===== src/rtl/y86_mem_pkg.sv =====
// Shared constants and types for the Y86 memory-port arbiter.
package y86_mem_pkg;

    localparam int DATA_W = 64;
    localparam int ADDR_W = 7;
    localparam int DEPTH  = 128;

    typedef enum logic [1:0] {
        IDLE,
        RD_WAIT,
        RD_RESP
    } arb_state_t;

    typedef enum logic {
        PORT_F,
        PORT_M
    } port_id_t;

endpackage


===== src/rtl/mem_arb_pick.sv =====
// Request selection between fetch and memory stage, with a saturating
// starvation counter that forces a fetch grant after repeated M wins.
module mem_arb_pick #(
    parameter int STARVE_MAX = 4,
    localparam int CNT_W = $clog2(STARVE_MAX + 1)
) (
    input  logic clk,
    input  logic rst_n,
    input  logic grant_en,
    input  logic f_req,
    input  logic m_req,
    output logic gnt_f,
    output logic gnt_m
);

    localparam logic [CNT_W-1:0] CNT_MAX = CNT_W'(STARVE_MAX);

    logic [CNT_W-1:0] starve_cnt;
    logic             force_f;

    // Memory stage wins unless fetch has been waiting through STARVE_MAX M grants.
    always_comb begin
        force_f = f_req && (starve_cnt == CNT_MAX);
        gnt_f   = grant_en && f_req && (force_f || !m_req);
        gnt_m   = grant_en && m_req && !force_f;
    end

    // Count M grants that overtook a waiting fetch; any fetch grant or idle fetch clears it.
    always_ff @(posedge clk or negedge rst_n) begin
        if (!rst_n) begin
            starve_cnt <= '0;
        end else if (!f_req || gnt_f) begin
            starve_cnt <= '0;
        end else if (gnt_m && (starve_cnt != CNT_MAX)) begin
            starve_cnt <= starve_cnt + CNT_W'(1);
        end
    end

endmodule


===== src/rtl/mem_port_arbiter.sv =====
// Shares the single-port Y86 memory between the fetch (F) and memory-stage (M)
// ports: M has priority, reads block the array for MEM_LAT+2 cycles, writes
// complete in the grant cycle, out-of-range addresses return an error pulse.
module mem_port_arbiter
    import y86_mem_pkg::*;
#(
    parameter int MEM_LAT    = 1,
    parameter int STARVE_MAX = 4
) (
    input  logic              clk,
    input  logic              rst_n,
    input  logic              f_req,
    input  logic [63:0]       f_addr,
    output logic              f_gnt,
    output logic              f_rvalid,
    output logic [DATA_W-1:0] f_rdata,
    output logic              f_err,
    input  logic              m_req,
    input  logic              m_we,
    input  logic [63:0]       m_addr,
    input  logic [DATA_W-1:0] m_wdata,
    output logic              m_gnt,
    output logic              m_rvalid,
    output logic [DATA_W-1:0] m_rdata,
    output logic              m_err,
    output logic              mem_en,
    output logic              mem_we,
    output logic [ADDR_W-1:0] mem_addr,
    output logic [DATA_W-1:0] mem_wdata,
    input  logic [DATA_W-1:0] mem_rdata,
    output logic              busy
);

    localparam int              LAT_W    = (MEM_LAT > 1) ? $clog2(MEM_LAT) : 1;
    localparam logic [LAT_W-1:0] LAT_LOAD = LAT_W'(MEM_LAT - 1);
    localparam logic [63:0]      DEPTH_64 = 64'(DEPTH);

    arb_state_t       state;
    arb_state_t       state_next;
    port_id_t         owner;
    logic [LAT_W-1:0] lat_cnt;
    logic             grant_en;
    logic             gnt_f;
    logic             gnt_m;
    logic             any_gnt;
    logic             sel_bad;
    logic             sel_we;
    logic             rd_start;
    logic             rd_done;
    logic [63:0]      sel_addr;

    assign grant_en = (state == IDLE);
    assign busy     = (state != IDLE);

    mem_arb_pick #(
        .STARVE_MAX(STARVE_MAX)
    ) u_pick (
        .clk     (clk),
        .rst_n   (rst_n),
        .grant_en(grant_en),
        .f_req   (f_req),
        .m_req   (m_req),
        .gnt_f   (gnt_f),
        .gnt_m   (gnt_m)
    );

    // Drive the memory straight from the granted request and decide the next FSM state.
    always_comb begin
        sel_addr   = gnt_f ? f_addr : m_addr;
        any_gnt    = gnt_f || gnt_m;
        sel_bad    = any_gnt && (sel_addr >= DEPTH_64);
        sel_we     = gnt_m && m_we;
        rd_start   = any_gnt && !sel_bad && !sel_we;
        rd_done    = (state == RD_WAIT) && (lat_cnt == '0);
        f_gnt      = gnt_f;
        m_gnt      = gnt_m;
        mem_en     = any_gnt && !sel_bad;
        mem_we     = mem_en && sel_we;
        mem_addr   = mem_en ? sel_addr[ADDR_W-1:0] : '0;
        mem_wdata  = mem_we ? m_wdata : '0;
        state_next = state;
        case (state)
            IDLE:    if (rd_start) state_next = RD_WAIT;
            RD_WAIT: if (lat_cnt == '0) state_next = RD_RESP;
            RD_RESP: state_next = IDLE;
            default: state_next = IDLE;
        endcase
    end

    // FSM state register; reset drops any read in flight.
    always_ff @(posedge clk or negedge rst_n) begin
        if (!rst_n) begin
            state <= IDLE;
        end else begin
            state <= state_next;
        end
    end

    // Latch the read owner at grant and count down the memory latency.
    always_ff @(posedge clk or negedge rst_n) begin
        if (!rst_n) begin
            lat_cnt <= '0;
            owner   <= PORT_F;
        end else if (rd_start) begin
            lat_cnt <= LAT_LOAD;
            owner   <= gnt_f ? PORT_F : PORT_M;
        end else if ((state == RD_WAIT) && (lat_cnt != '0)) begin
            lat_cnt <= lat_cnt - LAT_W'(1);
        end
    end

    // Per-port response registers: one-cycle rvalid pulses for read data and bad addresses.
    always_ff @(posedge clk or negedge rst_n) begin
        if (!rst_n) begin
            f_rvalid <= 1'b0;
            f_err    <= 1'b0;
            f_rdata  <= '0;
            m_rvalid <= 1'b0;
            m_err    <= 1'b0;
            m_rdata  <= '0;
        end else begin
            f_rvalid <= 1'b0;
            f_err    <= 1'b0;
            m_rvalid <= 1'b0;
            m_err    <= 1'b0;
            if (sel_bad) begin
                if (gnt_f) begin
                    f_rvalid <= 1'b1;
                    f_err    <= 1'b1;
                    f_rdata  <= '0;
                end else begin
                    m_rvalid <= 1'b1;
                    m_err    <= 1'b1;
                    m_rdata  <= '0;
                end
            end else if (rd_done) begin
                if (owner == PORT_F) begin
                    f_rvalid <= 1'b1;
                    f_rdata  <= mem_rdata;
                end else begin
                    m_rvalid <= 1'b1;
                    m_rdata  <= mem_rdata;
                end
            end
        end
    end

endmodule

===== config.mk =====
export PLATFORM = sky130hd
export DESIGN_NAME = mem_port_arbiter
export DESIGN_NICKNAME = d
export VERILOG_FILES = /design/src/rtl/y86_mem_pkg.sv /design/src/rtl/mem_arb_pick.sv /design/src/rtl/mem_port_arbiter.sv
export SDC_FILE = /design/constraint.sdc
export NUM_CORES = 1
export LEC_CHECK = 0
export ABC_AREA = 1
export CAP_MARGIN = 40
export CORE_AREA = 5 5 178 180
export CTS_CLUSTER_SIZE = 28
export DETAILED_ROUTE_END_ITERATION = 8
export DIE_AREA = 0 0 183 185
export REMOVE_ABC_BUFFERS = 1
export SLEW_MARGIN = 10
export SYNTH_ARGS = -nofsm -noshare
export SYNTH_HDL_FRONTEND = slang
export SYNTH_SLANG_ARGS = --single-unit

===== constraint.sdc =====
create_clock -name clk -period 2.8 [get_ports clk]
set_clock_uncertainty 0.15 [all_clocks]
set_input_delay 0.84 -clock clk [delete_from_list [all_inputs] [get_ports clk]]
set_output_delay 0.84 -clock clk [all_outputs]
set_load 0.05 [all_outputs]

==> impl_metrics.csv, run 1 <==
group,metric,value,unit
sta,fmax,288,MHz
synthesis,yosysTopAreaCellShare,48.0,%
critical_path,startpoint_type,"input port",
synthesis,synth-seq-area-share,48.0,%
place,place_area,0.0133,sq mm
synthesis,yosys_register_bits,139,
die,ios,469,
status,violations,"negative setup slack",
critical_path,worstRegToRegCells,16,
sta,worst_slew_pin_slew,0.866,ns
pwr,switching_share,34.5,%
synthesis,netlist_area,0.00725,sq mm
synthesis,yosys.area_share.simple,37.8,%
cells_and_area,diodes,0,
pwr,p_leak,7.48,nW
grt,grt.total_usage,23.3,%
sta,min_period,3.47,ns
pwr,peakVddDrop,274,uV
cells_and_area,area_delta_synth_final,106,%
sta,rsz0062_at_grt,"true",
critical_path,cp_common_cell,"nor2_4",
critical_path,path_cells,"buf_6, nor2_4, nand2_2, nor2_4, nand2_2, nor2_4, nand3_2, nand2_2, nand3_4, buf_6, buf_6, buf_12, nor2_4, buf_12",
critical_path,rr_endpoint,"f_rdata[62]",
pwr,p_sw,2.09,mW
cts,ctsHoldBuffers,0,
pwr,p_int,3.95,mW
pwr,power.density,405,mW/mm^2
pwr,p_total,6.04,mW
cts,clk_latency,0.41,ns
synthesis,synth_top_family_by_area,"simple AND/OR/NAND/NOR gates",
place,hpwl,30400,um
critical_path,path_max_fanout,5,
cts,path_clk_slew,0.07,ns
sta,setup_violations,73,
cts,cts_tree,"built",
pwr,seqPwrFrac,36.5,%
run,drv_cap,0,
synthesis,yosys_warnings,0,
route,vias_per_cell,4.42,
critical_path,max_stage_delay,0.17,ns
critical_path,cp-end-kind,"output port",
die,num_rows,64,
synthesis,yosys.area.top_type,"dfrtp_1",
die,die_area,0.0339,sq mm
status,status,"finished, violations left",
pwr,combPwrFrac,27.0,%
place,dp.cells,1871,
cells_and_area,nets,1794,
cts,cts_sinks,139,
cts,cts_root_buffer,"clkbuf_16",
synthesis,synth_xor_xnor_area_share,0.121,%
route,post_drt_wl_per_cell,21.6,um
route,vias,8564,
place,post-place-ws,-1.23,ns
grt,antenna_found_initial,2,
critical_path,cp-startpoint,"f_addr[8]",
place,place.port_buffers,468,
synthesis,synth_fa_ha_area_share,0.345,%
synthesis,muxShareOfSynthArea,0,%
cts,cts-buffers-inserted,17,
critical_path,crit_type,"input port to output port",
worst_hold_path,hp-class,"input port to asynchronous set/reset pin",
critical_path,r2r_start,"u_pick.starve_cnt[0]",
pwr,p_clk_share,36.5,%
critical_path,arrival,2.48,ns
sta,final.period_utilization,124,%
synthesis,synth-compound-area-share,1.02,%
cts,htreeDepth,4,
die,dieHeight,185,um
cells_and_area,final_layout_size_suffix_gt1_share,27.7,%
sta,timing.hold.ws,0.186,ns
critical_path,cp-endpoint,"mem_wdata[42]",
route,first_pass_iters,5,
route,first_iter_violations,484,
grt,grt.overflow.total,0,
critical_path,cp_num_buf_inv,5,
critical_path,path_delay_family,"simple AND/OR/NAND/NOR gates",
cts,cts_buffer_depth,2,
route,wirelength,41800,um
sta,hold_violations,0,
critical_path,cp.required,1.81,ns
die,core_area,0.0300,sq mm
synthesis,synth_area_leaders,"dfrtp_1 (48%), nand2_1 (20%), nand3_1 (9.2%)",
sta,slew_violations,0,
synthesis,avgSynthCellArea,7.15,sq um
critical_path,slowest_stage,"nor2_4",
grt,grt_use_met3,7.68,%
critical_path,rrSetupSlack,0.28,ns
cells_and_area,fin_cells,1939,
grt,grt_max_degree,65,
cells_and_area,final_area,0.0149,sq mm
sta,setup_slack,-0.668,ns
place,globalplace.congestion,1.02,
synthesis,synthDistinctLibCells,24,
die,start_util,24.1,%
grt,use_met2,40.9,%
critical_path,cp.depth,14,
grt,top_usage_layer,"met2",
grt,grt_first_pass_wirelength,58900,um
route,antenna_left,0,
route,drc,0,
die,fp.dieW,183,um
synthesis,synth_cells,1014,
grt,grt_use_met1,26.7,%
sta,maxSlewHeadroom,42.3,%
grt,grt_pass1_vias,8865,
## logic make-up after synthesis
kind of cell | after synthesis
simple gates | 664
fa+ha+maj | 2
flops | 139
compound gates | 12
buf+inv | 196
xor+xnor | 1
## worst min path at each step
stage,end,startpoint
floorplan,state[1],lat_cnt
global placement,m_rdata[51],m_rdata[51]
detailed placement,m_rdata[11],m_rdata[11]
CTS,f_rdata[8],rst_n
global route,f_rdata[18],rst_n
finish,f_rdata[8],rst_n
## sequential cells by signal, indices dropped and copies added, names as in the netlist
signal and count:
f_err 1, m_err 1, f_rvalid 1, lat_cnt 1, f_rdata 64, u_pick.starve_cnt 3, m_rvalid 1, owner 1
state 2, m_rdata 64
## per-layer routing
layer,part of all wire [%],up-vias,wire length [um]
li1,-,4069,-
met1,39,4075,16100
met2,50,357,20800
met3,8.1,59,3400
met4,3.5,4,1470
met5,0.053,-,22
## per-stage QoR
step	TNS (ns)	utilization, %
floorplan	-255.74	-
global placement	-141.13	44.3
detailed placement	-144.90	44.3
CTS	-42.24	48.8
global route	-47.02	49.7
finish	-40.13	49.7
## power groups by stage
stage                     logic, mW  clock network, mW  registers [mW]
final                          1.63               2.20            2.21
after global routing           1.72               2.36            2.22
after CTS                      1.59               2.27            2.21
after detailed placement       1.59                  0            2.24
after global placement         1.59                  0            2.24
after floorplan               0.247                  0            2.68
## cells in the final DEF (no fill, tap or decap), drive strengths merged, types with 2 or more instances in the layout
master,instances
nand2,380
clkinvlp,4
clkbuf,51
clkdlybuf4s15,27
clkdlybuf4s50,274
a21oi,7
nand3,139
clkinv,3
ha,2
buf,216
inv,147
dlygate4sd2,3
nor2,138
or2,3
nor3,3
dfrtp,139
o21ai,4
## layout make-up
cell class	instances	area, sq um
fill	2869	15100
timing repair buffer	554	6220
multi-input combinational	679	3650
sequential	139	3480
inverter	140	531
tap	396	495
clock buffer	17	425
clock inverter	14	130
## cell usage after synthesis
cell type	count
nand2_2	1
o21ai_4	1
nor2_4	2
buf_2	8
nand2_4	1
inv_2	3
nand2_1	378
buf_6	17
nor3_1	3
clkbuf_1	17
ha_1	2
nand3_1	133
buf_4	14
inv_1	137
a21oi_1	7
or2_4	1
o21ai_0	3
dfrtp_1	139
a21boi_0	1
or2_1	2
nand4_1	1
nand3_2	6
nor2_1	136
xor2_1	1
## repair_timing
item,CTS,global route
setup endpoints to repair,167,135
endpoints found under the hold margin,0,0
buffers inserted,19,9
gates cloned,7,7
pin swaps,107,84
gates resized for setup,486,102
Power figures use the tool's default switching activity.
==> run 2, diff against run 1 <==
- SKIP_LAST_GASP: not set -> 1
==> impl_metrics.csv, run 2 (synthesis results as in run 1) <==
group,metric,value,unit
sta,worst_slew_pin_slew,0.857,ns
place,dp.cells,1871,
critical_path,slowest_stage,"nor2_4",
cts,cts_buffer_depth,2,
critical_path,arrival,2.48,ns
die,die_area,0.0339,sq mm
place,hpwl,30400,um
route,vias,8590,
pwr,power.density,405,mW/mm^2
run,drv_cap,0,
critical_path,rr_endpoint,"f_rdata[62]",
die,start_util,24.1,%
cts,clk_latency,0.42,ns
cells_and_area,final_layout_size_suffix_gt1_share,27.6,%
sta,hold_violations,0,
critical_path,cp.depth,14,
die,fp.dieW,183,um
grt,grt.overflow.total,0,
route,wirelength,41800,um
grt,grt_first_pass_wirelength,58900,um
sta,setup_violations,73,
route,antenna_left,0,
route,post_drt_wl_per_cell,21.6,um
cts,cts_tree,"built",
critical_path,startpoint_type,"input port",
critical_path,path_delay_family,"simple AND/OR/NAND/NOR gates",
grt,grt.total_usage,23.3,%
sta,slew_violations,0,
critical_path,worstRegToRegCells,16,
sta,tns,-40.21,ns
place,place_area,0.0133,sq mm
cts,path_clk_slew,0.07,ns
grt,grt_pass1_vias,8865,
critical_path,r2r_start,"u_pick.starve_cnt[0]",
critical_path,cp-startpoint,"f_addr[8]",
pwr,peakVddDrop,274,uV
die,ios,469,
critical_path,path_max_fanout,5,
cells_and_area,final_area,0.0149,sq mm
cells_and_area,fin_cells,1939,
route,first_iter_violations,490,
grt,grt_max_degree,65,
sta,fmax,288,MHz
cells_and_area,diodes,0,
critical_path,max_stage_delay,0.17,ns
critical_path,cp.required,1.81,ns
place,globalplace.congestion,1.02,
cts,ctsHoldBuffers,0,
route,drc,0,
route,vias_per_cell,4.43,
sta,min_period,3.47,ns
cells_and_area,fillers,2869,
cells_and_area,nets,1794,
pwr,p_leak,7.48,nW
cts,cts-buffers-inserted,17,
critical_path,cp-end-kind,"output port",
cells_and_area,reg_top3,"f_rdata (64), m_rdata (64), u_pick.starve_cnt (3)",
cts,cts_sinks,139,
critical_path,path_cells,"buf_6, nor2_4, nand2_2, nor2_4, nand2_2, nor2_4, nand3_2, nand2_2, nand3_4, buf_6, buf_6, buf_12, nor2_4, buf_12",
place,place.port_buffers,468,
route,first_pass_iters,5,
cells_and_area,area_delta_synth_final,106,%
sta,setup_slack,-0.668,ns
cts,htreeDepth,4,
die,core_area,0.0300,sq mm
cells_and_area,final_common_cell,"nand2_1",
grt,antenna_found_initial,2,
status,violations,"negative setup slack",
critical_path,rrSetupSlack,0.29,ns
critical_path,crit_type,"input port to output port",
critical_path,cp-endpoint,"mem_wdata[42]",
die,num_rows,64,
critical_path,cp_num_buf_inv,5,
sta,maxSlewHeadroom,42.9,%
cts,cts_root_buffer,"clkbuf_16",
status,status,"finished, violations left",
place,post-place-ws,-1.23,ns
sta,rsz0062_at_grt,"true",
cells_and_area,final_cell_mix,"nand2_1 (361), clkdlybuf4s50_1 (274), dfrtp_1 (139), inv_1 (134), nand3_1 (133)",
sta,final.period_utilization,124,%
die,dieHeight,185,um
worst_hold_path,hp-class,"input port to asynchronous set/reset pin",
critical_path,cp_common_cell,"nor2_4",
cells_and_area,final_util,49.7,%
run 2: report_power, final:
group	internal, mW	total (mW)	switching, mW	leakage (nW)
sequential	2.13	2.21	0.0725	1.86
combinational	0.655	1.63	0.974	5.36
clock	1.17	2.21	1.04	0.260
run 2: worst min path at each step:
stage | end | slack [ns]
4_1_cts | f_rdata[8] | 0.19
3_5_place_dp | m_rdata[11] | 0.34
2_1_floorplan | state[1] | 0.30
6_report | f_rdata[8] | 0.19
3_3_place_gp | m_rdata[51] | 0.34
5_1_grt | f_rdata[18] | 0.19
run 2: worst register-to-register path: stages, from the launching register on:
cell,delay [ns]
dfrtp_1,0.36
inv_2,0.04
ha_1,0.19
nand2_2,0.09
o21ai_4,0.07
buf_4,0.14
nor2_4,0.16
buf_4,0.14
nor2_1,0.04
inv_2,0.10
buf_4,0.13
nand3_2,0.26
buf_12,0.28
nand2_1,0.08
inv_1,0.04
nand2_1,0.07
nand2_1,0.06
run 2: area by class of cell:
| class | count | area (sq um) | area share, % |
|---|---|---|---|
| Tap cell | 396 | 495 | 3.32 |
| Timing Repair Buffer | 554 | 6210 | 41.7 |
| Multi-Input combinational cell | 679 | 3640 | 24.4 |
| Sequential cell | 139 | 3480 | 23.3 |
| Inverter | 140 | 531 | 3.56 |
| Clock buffer | 17 | 425 | 2.85 |
| Clock inverter | 14 | 130 | 0.872 |
run 2: stage by stage:
| step | power [mW] | hold WS [ns] |
|---|---|---|
| 4_1_cts | 6.06 | 0.189 |
| 5_1_grt | 6.30 | 0.194 |
| 2_1_floorplan | 2.92 | 0.299 |
| 3_5_place_dp | 3.83 | 0.341 |
| 6_report | 6.04 | 0.186 |
| 3_3_place_gp | 3.82 | 0.338 |
run 2: timing repair:
action                                  4_1_cts  5_1_grt
cloned                                        7        7
setup buffers                                19        9
pin swaps                                   107       84
gates resized for setup                     485      100
endpoints found under the setup margin      167      135
run 2: per-layer routing:
layer | share of wire, % | up-vias | global-route usage [%]
li1 | - | 4072 | -
met1 | 38 | 4102 | 26.7
met2 | 50 | 354 | 40.9
met3 | 8.2 | 58 | 7.68
met4 | 3.5 | 4 | 8.16
met5 | 0.053 | - | 0
==> run 3, diff against run 2 <==
- CTS_CLUSTER_SIZE: 28 -> 12
==> results of run 3 <==
The final DEF is identical to that of run 2; final timing and power are the same.
